===== src/rtl/sfr_uart_pkg.sv =====
// Shared definitions for the SFR UART: FSM state encoding and status bit positions.
// Used by sfr_uart (optional parity build selected with SFR_UART_PARITY_EN).
package sfr_uart_pkg;

   localparam int STATE_W = 3;

   typedef enum logic [STATE_W-1:0] {
      S_IDLE   = 3'd0,
      S_START  = 3'd1,
      S_DATA   = 3'd2,
      S_PARITY = 3'd3,
      S_STOP   = 3'd4
   } uart_state_e;

   localparam int ST_TX_FULL       = 0;
   localparam int ST_TX_EMPTY      = 1;
   localparam int ST_TX_BUSY       = 2;
   localparam int ST_RX_VALID      = 3;
   localparam int ST_RX_OVERRUN    = 4;
   localparam int ST_RX_FRAME_ERR  = 5;
   localparam int ST_RX_PARITY_ERR = 6;
   localparam int ST_TX_DROP       = 7;

endpackage


===== src/rtl/sfr_uart_fifo.sv =====
// Synchronous first-word-fall-through FIFO; pointers carry one extra MSB for wrap detection.
// A push to a full FIFO is accepted when a pop happens in the same cycle.
module sfr_uart_fifo #(
   parameter int WIDTH = 8,
   parameter int DEPTH = 4
) (
   input  logic             clk,
   input  logic             srst,
   input  logic             push,
   input  logic             pop,
   input  logic [WIDTH-1:0] din,
   output logic [WIDTH-1:0] dout,
   output logic             full,
   output logic             empty
);

   localparam int AW = $clog2(DEPTH);

   logic [WIDTH-1:0] mem [DEPTH];
   logic [AW:0]      wr_ptr_q;
   logic [AW:0]      rd_ptr_q;
   logic             do_push;
   logic             do_pop;

   assign empty   = (wr_ptr_q == rd_ptr_q);
   assign full    = (wr_ptr_q[AW] != rd_ptr_q[AW]) &&
                    (wr_ptr_q[AW-1:0] == rd_ptr_q[AW-1:0]);
   assign do_pop  = pop && !empty;
   assign do_push = push && (!full || do_pop);
   assign dout    = mem[rd_ptr_q[AW-1:0]];

   always_ff @(posedge clk) begin
      if (do_push) begin
         mem[wr_ptr_q[AW-1:0]] <= din;
      end
   end

   always_ff @(posedge clk) begin
      if (srst) begin
         wr_ptr_q <= '0;
         rd_ptr_q <= '0;
      end else begin
         if (do_push) wr_ptr_q <= wr_ptr_q + (AW+1)'(1);
         if (do_pop)  rd_ptr_q <= rd_ptr_q + (AW+1)'(1);
      end
   end

endmodule


===== src/rtl/sfr_uart.sv =====
// Full-duplex UART on the 8051 SFR bus: TX FIFO, RX holding register, status SFR.
// Define SFR_UART_PARITY_EN to add an even-parity bit to both directions.
module sfr_uart
   import sfr_uart_pkg::*;
#(
   parameter logic [7:0]  DATA_ADDR  = 8'h90,
   parameter logic [7:0]  STAT_ADDR  = 8'h91,
   parameter logic [15:0] BAUD_DIV   = 16'd2,
   parameter int          DATA_BITS  = 8,
   parameter int          STOP_BITS  = 1,
   parameter int          FIFO_DEPTH = 4
) (
   input  logic       iclk,
   input  logic       rst,
   input  logic       ram_wr_en_sfr,
   input  logic [7:0] ram_wr_addr,
   input  logic [7:0] ram_wr_byte,
   input  logic       ram_rd_en_sfr,
   input  logic [7:0] ram_rd_addr,
   output logic [7:0] ram_rd_byte,
   input  logic       rx,
   output logic       tx,
   output logic       irq,
   output logic       tx_busy
);

   localparam logic [2:0]  LAST_BIT  = 3'(DATA_BITS - 1);
   localparam logic        LAST_STOP = (STOP_BITS == 2);
   localparam logic [7:0]  DATA_MASK = 8'hFF >> (8 - DATA_BITS);
   localparam logic [15:0] HALF_DIV  = BAUD_DIV >> 1;

   logic wr_data, wr_stat, rd_data, rd_stat;
   assign wr_data = ram_wr_en_sfr && (ram_wr_addr == DATA_ADDR);
   assign wr_stat = ram_wr_en_sfr && (ram_wr_addr == STAT_ADDR);
   assign rd_data = ram_rd_en_sfr && (ram_rd_addr == DATA_ADDR);
   assign rd_stat = ram_rd_en_sfr && (ram_rd_addr == STAT_ADDR);

   logic [7:0] fifo_dout;
   logic       fifo_full, fifo_empty, tx_pop, tx_drop_set;

   sfr_uart_fifo #(.WIDTH(8), .DEPTH(FIFO_DEPTH)) u_fifo (
      .clk   (iclk),
      .srst  (rst),
      .push  (wr_data),
      .pop   (tx_pop),
      .din   (ram_wr_byte),
      .dout  (fifo_dout),
      .full  (fifo_full),
      .empty (fifo_empty)
   );

   assign tx_drop_set = wr_data && fifo_full && !tx_pop;

   // ---------------- TX ----------------
   uart_state_e tx_state_q, tx_state_d;
   logic [15:0] tx_cnt_q, tx_cnt_d;
   logic [2:0]  tx_bit_q, tx_bit_d;
   logic        tx_stop_q, tx_stop_d;
   logic [7:0]  tx_shift_q, tx_shift_d;
   logic        tx_q, tx_d;
   logic        tx_end;

   assign tx_end = (tx_cnt_q == BAUD_DIV);

   always_comb begin
      tx_state_d = tx_state_q;
      tx_cnt_d   = tx_end ? 16'd0 : tx_cnt_q + 16'd1;
      tx_bit_d   = tx_bit_q;
      tx_stop_d  = tx_stop_q;
      tx_shift_d = tx_shift_q;
      tx_pop     = 1'b0;
      case (tx_state_q)
         S_IDLE: begin
            tx_cnt_d = 16'd0;
            if (!fifo_empty) begin
               tx_pop     = 1'b1;
               tx_shift_d = fifo_dout & DATA_MASK;
               tx_state_d = S_START;
            end
         end
         S_START: begin
            if (tx_end) begin
               tx_state_d = S_DATA;
               tx_bit_d   = 3'd0;
            end
         end
         S_DATA: begin
            if (tx_end) begin
               if (tx_bit_q == LAST_BIT) begin
`ifdef SFR_UART_PARITY_EN
                  tx_state_d = S_PARITY;
`else
                  tx_state_d = S_STOP;
                  tx_stop_d  = 1'b0;
`endif
               end else begin
                  tx_bit_d = tx_bit_q + 3'd1;
               end
            end
         end
`ifdef SFR_UART_PARITY_EN
         S_PARITY: begin
            if (tx_end) begin
               tx_state_d = S_STOP;
               tx_stop_d  = 1'b0;
            end
         end
`endif
         S_STOP: begin
            if (tx_end) begin
               if (tx_stop_q == LAST_STOP) begin
                  // back-to-back frames: pop the next byte straight into START
                  if (!fifo_empty) begin
                     tx_pop     = 1'b1;
                     tx_shift_d = fifo_dout & DATA_MASK;
                     tx_state_d = S_START;
                  end else begin
                     tx_state_d = S_IDLE;
                  end
               end else begin
                  tx_stop_d = 1'b1;
               end
            end
         end
         default: tx_state_d = S_IDLE;
      endcase
   end

   always_comb begin
      tx_d = 1'b1;
      case (tx_state_q)
         S_START:  tx_d = 1'b0;
         S_DATA:   tx_d = tx_shift_q[tx_bit_q];
`ifdef SFR_UART_PARITY_EN
         S_PARITY: tx_d = ^tx_shift_q;
`endif
         default:  tx_d = 1'b1;
      endcase
   end

   always_ff @(posedge iclk) begin
      if (rst) begin
         tx_state_q <= S_IDLE;
         tx_cnt_q   <= 16'd0;
         tx_bit_q   <= 3'd0;
         tx_stop_q  <= 1'b0;
         tx_shift_q <= 8'd0;
         tx_q       <= 1'b1;
      end else begin
         tx_state_q <= tx_state_d;
         tx_cnt_q   <= tx_cnt_d;
         tx_bit_q   <= tx_bit_d;
         tx_stop_q  <= tx_stop_d;
         tx_shift_q <= tx_shift_d;
         tx_q       <= tx_d;
      end
   end

   // ---------------- RX ----------------
   logic        rx_s1_q, rx_s2_q, rx_prev_q;
   uart_state_e rx_state_q, rx_state_d;
   logic [15:0] rx_cnt_q, rx_cnt_d;
   logic [2:0]  rx_bit_q, rx_bit_d;
   logic [7:0]  rx_shift_q, rx_shift_d;
   logic        rx_end, rx_sample, rx_done;
`ifdef SFR_UART_PARITY_EN
   logic        rx_perr_q, rx_perr_d;
`endif

   assign rx_end    = (rx_cnt_q == BAUD_DIV);
   assign rx_sample = (rx_cnt_q == HALF_DIV);

   always_comb begin
      rx_state_d = rx_state_q;
      rx_cnt_d   = rx_end ? 16'd0 : rx_cnt_q + 16'd1;
      rx_bit_d   = rx_bit_q;
      rx_shift_d = rx_shift_q;
      rx_done    = 1'b0;
`ifdef SFR_UART_PARITY_EN
      rx_perr_d  = rx_perr_q;
`endif
      case (rx_state_q)
         S_IDLE: begin
            rx_cnt_d = 16'd0;
            if (rx_prev_q && !rx_s2_q) rx_state_d = S_START;
         end
         S_START: begin
            if (rx_sample && rx_s2_q) begin
               rx_state_d = S_IDLE;
            end else if (rx_end) begin
               rx_state_d = S_DATA;
               rx_bit_d   = 3'd0;
               rx_shift_d = 8'd0;
            end
         end
         S_DATA: begin
            if (rx_sample) rx_shift_d[rx_bit_q] = rx_s2_q;
            if (rx_end) begin
               if (rx_bit_q == LAST_BIT) begin
`ifdef SFR_UART_PARITY_EN
                  rx_state_d = S_PARITY;
`else
                  rx_state_d = S_STOP;
`endif
               end else begin
                  rx_bit_d = rx_bit_q + 3'd1;
               end
            end
         end
`ifdef SFR_UART_PARITY_EN
         S_PARITY: begin
            if (rx_sample) rx_perr_d = (^rx_shift_q) ^ rx_s2_q;
            if (rx_end)    rx_state_d = S_STOP;
         end
`endif
         S_STOP: begin
            // complete at mid-stop so the next start edge can be caught early
            if (rx_sample) begin
               rx_done    = 1'b1;
               rx_state_d = S_IDLE;
            end
         end
         default: rx_state_d = S_IDLE;
      endcase
   end

   always_ff @(posedge iclk) begin
      if (rst) begin
         rx_s1_q    <= 1'b1;
         rx_s2_q    <= 1'b1;
         rx_prev_q  <= 1'b1;
         rx_state_q <= S_IDLE;
         rx_cnt_q   <= 16'd0;
         rx_bit_q   <= 3'd0;
         rx_shift_q <= 8'd0;
`ifdef SFR_UART_PARITY_EN
         rx_perr_q  <= 1'b0;
`endif
      end else begin
         rx_s1_q    <= rx;
         rx_s2_q    <= rx_s1_q;
         rx_prev_q  <= rx_s2_q;
         rx_state_q <= rx_state_d;
         rx_cnt_q   <= rx_cnt_d;
         rx_bit_q   <= rx_bit_d;
         rx_shift_q <= rx_shift_d;
`ifdef SFR_UART_PARITY_EN
         rx_perr_q  <= rx_perr_d;
`endif
      end
   end

   // ---------------- flags and SFR read ----------------
   logic [7:0] rx_data_q;
   logic       rx_valid_q, rx_overrun_q, rx_frame_q, rx_parity_q, tx_drop_q;
   logic [7:0] status;

   always_ff @(posedge iclk) begin
      if (rst) begin
         rx_data_q    <= 8'd0;
         rx_valid_q   <= 1'b0;
         rx_overrun_q <= 1'b0;
         rx_frame_q   <= 1'b0;
         rx_parity_q  <= 1'b0;
         tx_drop_q    <= 1'b0;
      end else begin
         if (wr_stat) begin
            if (ram_wr_byte[ST_RX_OVERRUN])    rx_overrun_q <= 1'b0;
            if (ram_wr_byte[ST_RX_FRAME_ERR])  rx_frame_q   <= 1'b0;
            if (ram_wr_byte[ST_RX_PARITY_ERR]) rx_parity_q  <= 1'b0;
            if (ram_wr_byte[ST_TX_DROP])       tx_drop_q    <= 1'b0;
         end
         // a new event in the clearing cycle wins over the clear
         if (tx_drop_set) tx_drop_q <= 1'b1;
         if (rx_done) begin
            if (rx_valid_q && !rd_data) begin
               rx_overrun_q <= 1'b1;
            end else begin
               rx_data_q  <= rx_shift_q;
               rx_valid_q <= 1'b1;
            end
            if (!rx_s2_q) rx_frame_q <= 1'b1;
`ifdef SFR_UART_PARITY_EN
            if (rx_perr_q) rx_parity_q <= 1'b1;
`endif
         end else if (rd_data) begin
            rx_valid_q <= 1'b0;
         end
      end
   end

   always_comb begin
      status                   = 8'd0;
      status[ST_TX_FULL]       = fifo_full;
      status[ST_TX_EMPTY]      = fifo_empty;
      status[ST_TX_BUSY]       = tx_busy;
      status[ST_RX_VALID]      = rx_valid_q;
      status[ST_RX_OVERRUN]    = rx_overrun_q;
      status[ST_RX_FRAME_ERR]  = rx_frame_q;
`ifdef SFR_UART_PARITY_EN
      status[ST_RX_PARITY_ERR] = rx_parity_q;
`else
      status[ST_RX_PARITY_ERR] = 1'b0;
`endif
      status[ST_TX_DROP]       = tx_drop_q;
   end

   always_ff @(posedge iclk) begin
      if (rst) begin
         ram_rd_byte <= 8'd0;
      end else if (ram_rd_en_sfr) begin
         if (rd_data)      ram_rd_byte <= rx_data_q;
         else if (rd_stat) ram_rd_byte <= status;
         else              ram_rd_byte <= 8'd0;
      end
   end

   assign tx      = tx_q;
   assign tx_busy = (tx_state_q != S_IDLE);
   assign irq     = rx_valid_q || (fifo_empty && (tx_state_q == S_IDLE));

endmodule


===== config.mk =====
export PLATFORM = sky130hd
export DESIGN_NAME = sfr_uart
export DESIGN_NICKNAME = d
export VERILOG_FILES = /design/src/rtl/sfr_uart_pkg.sv /design/src/rtl/sfr_uart_fifo.sv /design/src/rtl/sfr_uart.sv
export SDC_FILE = /design/constraint.sdc
export NUM_CORES = 1
export LEC_CHECK = 0
export CAP_MARGIN = 25
export CORE_ASPECT_RATIO = 1.75
export CORE_MARGIN = 2
export CORE_UTILIZATION = 58
export DETAILED_ROUTE_END_ITERATION = 8
export GPL_ROUTABILITY_DRIVEN = 0
export PLACE_DENSITY = 0.79
export REMOVE_ABC_BUFFERS = 1
export SYNTH_ARGS = -nofsm -noshare
export SYNTH_HDL_FRONTEND = slang
export SYNTH_HIERARCHICAL = 1
export SYNTH_SLANG_ARGS = --single-unit

===== constraint.sdc =====
create_clock -name iclk -period 3.1 [get_ports iclk]
set_clock_uncertainty 0.1 [all_clocks]
set_input_delay 0.62 -clock iclk [delete_from_list [all_inputs] [get_ports iclk]]
set_output_delay 0.62 -clock iclk [all_outputs]
set_load 0.1 [all_outputs]

; Yosys cells after proc, flatten, opt, wreduce, memory -nomap -nowiden
; Memory sizes are Yosys's and may differ from the RTL's. A register that Yosys moved wholly into a read port is not among the register bits.
; Cells that the tools add are included.
[classes]
addsub = 6
magnitude_cmp = 3
n_eq_ne = 35
muxes = 69
n_bitwise = 1
reduce_logical = 43
[op_table]
columns = op, n
row1 = $mux W8, 8
row2 = $mux W3, 19
row3 = $add A16 B1 Y16 const B, 2
row4 = $eq A16 B2 Y1 const B, 2
row5 = $eq A8 B8 Y1 const B, 4
row6 = $ne A2 B2 Y1 const B, 16
row7 = $pmux W8 S2, 2
row8 = $mux W1, 28
row9 = $pmux W3 S4, 2
row10 = $eq A16 B1 Y1 const B, 1
row11 = $logic_and A1 B1 Y1, 14
row12 = $reduce_bool A2 Y1, 7
row13 = $add A3 B1 Y3 const B, 4
row14 = $eq A3 B3 Y1 const B, 4
row15 = $pmux W3 S2, 2
row16 = $reduce_and A4 Y1, 3
row17 = $reduce_and A5 Y1, 2
row18 = $bwmux W8, 1
row19 = $lt A3 B4 Y1 const B, 2
row20 = $eq A3 B1 Y1 const B, 2
row21 = $eq A3 B2 Y1 const B, 2
row22 = $logic_not A3 Y1, 2
row23 = $pmux W1 S2, 3
row24 = $reduce_and A2 Y1, 3
row25 = other kinds (15), 22
[word_totals]
regBits = 91
mem_bits_rw = 32
inputBits = 29
out_inout_bits = 11
elab_cells = 179
memories = 1
[memory_table]
columns = name, words, word_bits, rd, rd_clocked_by_memory_dff, write_ports, line
row1 = u_fifo.mem, 4, 8, 1, 1, 1, sfr_uart_fifo.sv:19  ; logic [WIDTH-1:0] mem [DEPTH];

; Longest topological paths before layout
[logic_depth]
ltp_word = 10
mapped_depth = 10
mapped_depth_nobuf = 9

; Hierarchy
; Netlist, hierarchy kept.
[modules_own_cells]
columns = module, instances, cells_each, area_each_um2, seq_area_each_um2
row1 = sfr_uart, 1, 422, 3844.9, 1681.6
row2 = sfr_uart_fifo, 1, 97, 1699.1, 1121.1

; Worst setup path after synthesis
; Ideal clock, no wire load.
[synth_timing]
path_kind = register -> register
from = register tx_cnt_q[0]
to = memory u_fifo.mem[2][0] (enable)
setup_time_ps = 332
arrival_time_ps = 2196
required_ps = 2668
path_slack_ps = 473
path_stages_with_launch = 11
n_path_buf = 1
period_less_slack_ps = 2627
cell_sequence = dfxtp_1 > inv_1 > ha_1 > nor4b_4 > nand4_2 > a2111o_1 > buf_2 > inv_1 > inv_1 > a41oi_2 > and2_1
[synth_between]
elab_chain_len = 8
[synth_lines]
columns = item, line
row1 = "start, declared", sfr_uart.sv:56  ; logic [15:0] tx_cnt_q, tx_cnt_d;
row2 = "start signal, assigned", sfr_uart.sv:151  ; tx_cnt_q <= tx_cnt_d;
row3 = $eq A16 B2 Y1, sfr_uart.sv:63  ; assign tx_end = (tx_cnt_q == BAUD_DIV);
row4 = $mux W1, sfr_uart.sv:110  ; if (tx_end) begin
row5 = $pmux W1 S2, sfr_uart.sv:72  ; case (tx_state_q)
row6 = via tx_pop, sfr_uart.sv:39  ; logic fifo_full, fifo_empty, tx_pop, tx_drop_set;
row7 = $logic_and A1 B1 Y1, sfr_uart_fifo.sv:28  ; assign do_pop = pop && !empty;
row8 = $logic_or A1 B1 Y1, sfr_uart_fifo.sv:29  ; assign do_push = push && (!full || do_pop);
row9 = $logic_and A1 B1 Y1, sfr_uart_fifo.sv:29
row10 = $mux W1, sfr_uart_fifo.sv:33  ; if (do_push) begin
row11 = $mux W1 (not written as such), sfr_uart_fifo.sv:34  ; mem[wr_ptr_q[AW-1:0]] <= din;
row12 = "end, declared", sfr_uart_fifo.sv:19
; The timed path passes the listed nets, and every way through them passes these cells.

; Worst setup path in the final report
[layout_timing]
from = register u_fifo.wr_ptr_q[1]
to = output irq
[layout_between]
elab_chain_len = 3
[layout_lines]
columns = item, line
row1 = "start, declared", sfr_uart_fifo.sv:20  ; logic [AW:0] wr_ptr_q;
row2 = "start signal, assigned", sfr_uart_fifo.sv:43  ; if (do_push) wr_ptr_q <= wr_ptr_q + (AW+1)'(1);
row3 = $eq A3 B3 Y1, sfr_uart_fifo.sv:25  ; assign empty = (wr_ptr_q == rd_ptr_q);
row4 = via fifo_empty, sfr_uart.sv:39
row5 = $logic_and A1 B1 Y1, sfr_uart.sv:320  ; assign irq = rx_valid_q || (fifo_empty && (tx_state_q == S_IDLE));
row6 = $logic_or A1 B1 Y1, sfr_uart.sv:320
row7 = "end, declared", sfr_uart.sv:23  ; output logic irq,
; The timed path passes the listed nets, and every way through them passes these cells.

==> impl.org <==
** Critical path
- CP Max Fanout :: 6
- Required time of the worst setup path :: 2.38 ns
- Arrival @ worst endpoint :: 2.20 ns
- Worst Path Class, Setup :: flip-flop to output port
- Across all register-to-register paths, the minimum setup slack is 0.30 ns.
- Endpoint kind of the worst setup timing path :: output port
- The worst setup path is launched from a flip-flop.

** STA
- The number of max-slew violations in the final report came to 0.
- After layout, the minimum clock period comes to 2.918 ns.
- In the finished design, the share of the clock period the worst path needs comes to 94.12%.
- For the pin with the worst max-slew slack, the measured transition is 0.6691 ns.
- Setup repair after global routing left no endpoint under its margin.
- The number of hold-slack violations in the final timing report came to 0.
- Headroom to the max-slew limit came out at 55.19%.
- Maximum achievable frequency :: 0.3427 GHz
- Total setup violations reported at the end of the flow :: 0
- Slack of the critical path :: 0.1822 ns
- Total negative slack for setup checks :: 0 ns

** Synthesis
- Most numerous cell types in the synthesized netlist :: 92 x sky130_fd_sc_hd__dfxtp_1, 84 x sky130_fd_sc_hd__nor2_1, 33 x sky130_fd_sc_hd__nand2_1, 32 x sky130_fd_sc_hd__edfxtp_1, 22 x sky130_fd_sc_hd__inv_1
- Post-synth EDFFs :: 32
- The largest total area in the synthesized netlist belongs to sky130_fd_sc_hd__dfxtp_1.
- The most used flip-flop cell after synthesis is sky130_fd_sc_hd__dfxtp_1.
- Number of standard cells after synthesis :: 519
- Yosys synthesis warning count :: 6
- Syn Area/Cell :: 10.68 um^2
- After synthesis, the share of flip-flops with an asynchronous set or reset is 0%.
- Dominant cell by count in the synthesized netlist :: sky130_fd_sc_hd__dfxtp_1
- The share of the Yosys chip area taken by registers is 50.55%.
- After synthesis, the netlist uses 66 different library cells.
- The share of synthesized area in the top cell type comes to 33.22%.
- Cell area after synthesis :: 5544 um^2
- The synthesized design contains 124 register bits.
- Area contributors post-synth :: sky130_fd_sc_hd__dfxtp_1 33%, sky130_fd_sc_hd__edfxtp_1 17%, sky130_fd_sc_hd__nor2_1 5.7%

** Clock network
- Clock sink count :: 124
- The later pin in the worst-skew pair is clocked with a latency of 0.41 ns.
- Number of buffers added to fix hold violations after cts :: 0
- CTS buffer count :: 17
- PostCTS Resize Cnt :: 0
- Clock-pin slew was measured on the worst setup and hold paths at 0.05 ns.
- Post-CTS setup buffer count :: 0
- CTS HTree Levels :: 4
- The tree is rooted in a sky130_fd_sc_hd__clkbuf_16.
- The clock passes through at most 2 buffers.
- TritonCTS built the clock tree.

** Drt
- DR DRC count :: 0
- After detailed routing, the number of vias per cell comes to 5.672.
- In the final routed layout, each cell accounts on average for 16.63 um.
- Wire length reported by the detailed router :: 11,620 um
- Drt first-iter violations :: 291
- Vias post-DR :: 3,965
- Before antenna repair, the detailed router went through 5 iterations.
- Once detail routing completed, the nets flagged for antenna violations numbered 0.

** Global routing
- GRT Overall Usage :: 24.07%
- Largest net degree at the start of global routing :: 32
- The first global-routing pass estimated 19,280 um of wire.
- Global routing finished with a remaining overflow of 0.
- The initial antenna violation count is 0.
- Via count of the first global-routing pass :: 4,089

** Cells and area
- Share of final-layout standard cells stronger than drive strength 1 :: 15.60%
- The finished cells cover 6546 um^2.
- Final-stage net count :: 607
- Counting the fill cells in the layout gives 686.
- The area growth from synthesis to layout is 18.08%.
- Non-filler instance count after layout :: 699
- 0 antenna diodes ended up in the layout.

** Placement
- After legalization and detailed placement, the total HPWL measured 8706 um.
- Placement-stage cell area :: 6005 um^2
- The count of buffers added on input and output ports is 39.
- Placed Instances :: 667
- OpenSTA, run right after detailed placement, puts the worst setup slack at 0.2099 ns.

** Floorplanning
- Overall die height :: 133.3 um
- The region available for standard cell placement spans 9409 um^2.
- The floorplan step defined a die boundary enclosing 10,390 um^2.
- Horizontal die dimension :: 77.91 um
- Starting density of the core :: 58.92%
- Pin placement for this block handled 40 I/O pins.
- Cell row count :: 47

** Power
- Power density normalized to cell area :: 583.2 nW/um^2
- Power after layout :: 3.818 mW
- Peak supply drop :: 418.1 uV
- Leakage component of the power :: 2.465 nW

** Status
- The run finished with clean final reports.

** Run
- The tool flagged a number of max-cap violations equal to 0.

** Worst hold path
- Worst hold-check path type :: flip-flop to flip-flop
report_power, final:
group	switching (mW)	total, mW	internal (mW)
sequential	0.0235	1.71	1.68
combinational	0.173	0.292	0.119
clock	0.661	1.82	1.16
total	0.857	3.82	2.96
cell type report:
type / count / area [um^2] / share of cell area, %
Multi-Input combinational cell: 354 / 2551 / 38.97
Clock inverter: 12 / 105.1 / 1.606
Timing Repair Buffer: 45 / 415.4 / 6.346
Sequential cell: 124 / 2803 / 42.81
Clock buffer: 20 / 436.7 / 6.670
Inverter: 22 / 82.58 / 1.261
Tap cell: 122 / 152.6 / 2.332
worst max-delay path, stage by stage, from the launching register on:
cell and delay (ns):
sky130_fd_sc_hd__dfxtp_1 0.37, sky130_fd_sc_hd__xnor2_2 0.40, sky130_fd_sc_hd__nand2_1 0.14, sky130_fd_sc_hd__nor2_1 0.42
sky130_fd_sc_hd__nand2_1 0.11, sky130_fd_sc_hd__nand2_1 0.14, sky130_fd_sc_hd__buf_12 0.18
worst paths after layout:
path | to | start | cells after the start
setup reg to reg | u_fifo/mem[1][5] | tx_cnt_q[0] | 9
hold reg to reg | rx_s2_q | rx_s1_q | 1
hold / removal | rx_s2_q | rx_s1_q | 1
setup / recovery | irq | u_fifo/wr_ptr_q[1] | 6
state kept, by name (all words and copies together) (netlist names), 8 cells and up, named ones only:
register     count
tx_cnt_q        16
ram_rd_byte      8
rx_shift_q       8
u_fifo/mem      32
rx_data_q        8
tx_shift_q       8
rx_cnt_q        16
cell usage in the layout, fill, tap and decap left out, types with 16 or more instances in the layout:
master                            netlist  routed
sky130_fd_sc_hd__dfxtp_1               92      92
sky130_fd_sc_hd__nor2_1                84      84
sky130_fd_sc_hd__nand2_1               33      33
sky130_fd_sc_hd__edfxtp_1              32      32
sky130_fd_sc_hd__clkdlybuf4s50_1        0      27
sky130_fd_sc_hd__inv_1                 22      22
sky130_fd_sc_hd__xor2_1                18      18
sky130_fd_sc_hd__mux2i_1               18      18
sky130_fd_sc_hd__clkbuf_16              0      17
sky130_fd_sc_hd__buf_4                  1      16
cell families (layout without fill, tap and decap cells):
group / count (synthesis) / count (layout) / share of synthesized area (%)
adders and majority gates: 14 / 14 / 3.160
AOI/OAI and AO/OA: 52 / 52 / 7.380
buffers and inverters: 41 / 99 / 3.431
xor gates and xnor gates: 32 / 32 / 5.462
DFF: 124 / 124 / 50.55
and+or+nand+nor: 217 / 217 / 20.40
muxes: 39 / 39 / 9.614
per-stage QoR:
step	hold slack, ns	utilization [%]
finish	0.3050	69.57
global route	0.3248	69.57
CTS	0.3063	69.57
detailed placement	0.2941	63.82
global placement	0.3014	63.82
floorplan	0.2895	-
layer usage:
layer	global-route usage, %	up-vias	wire, um
li1	-	1942	-
met1	23.71	1934	4235
met2	46.22	72	6826
met3	5.352	17	334
met4	11.40	0	225
met5	0	-	0
Power figures use the tool's default switching activity.
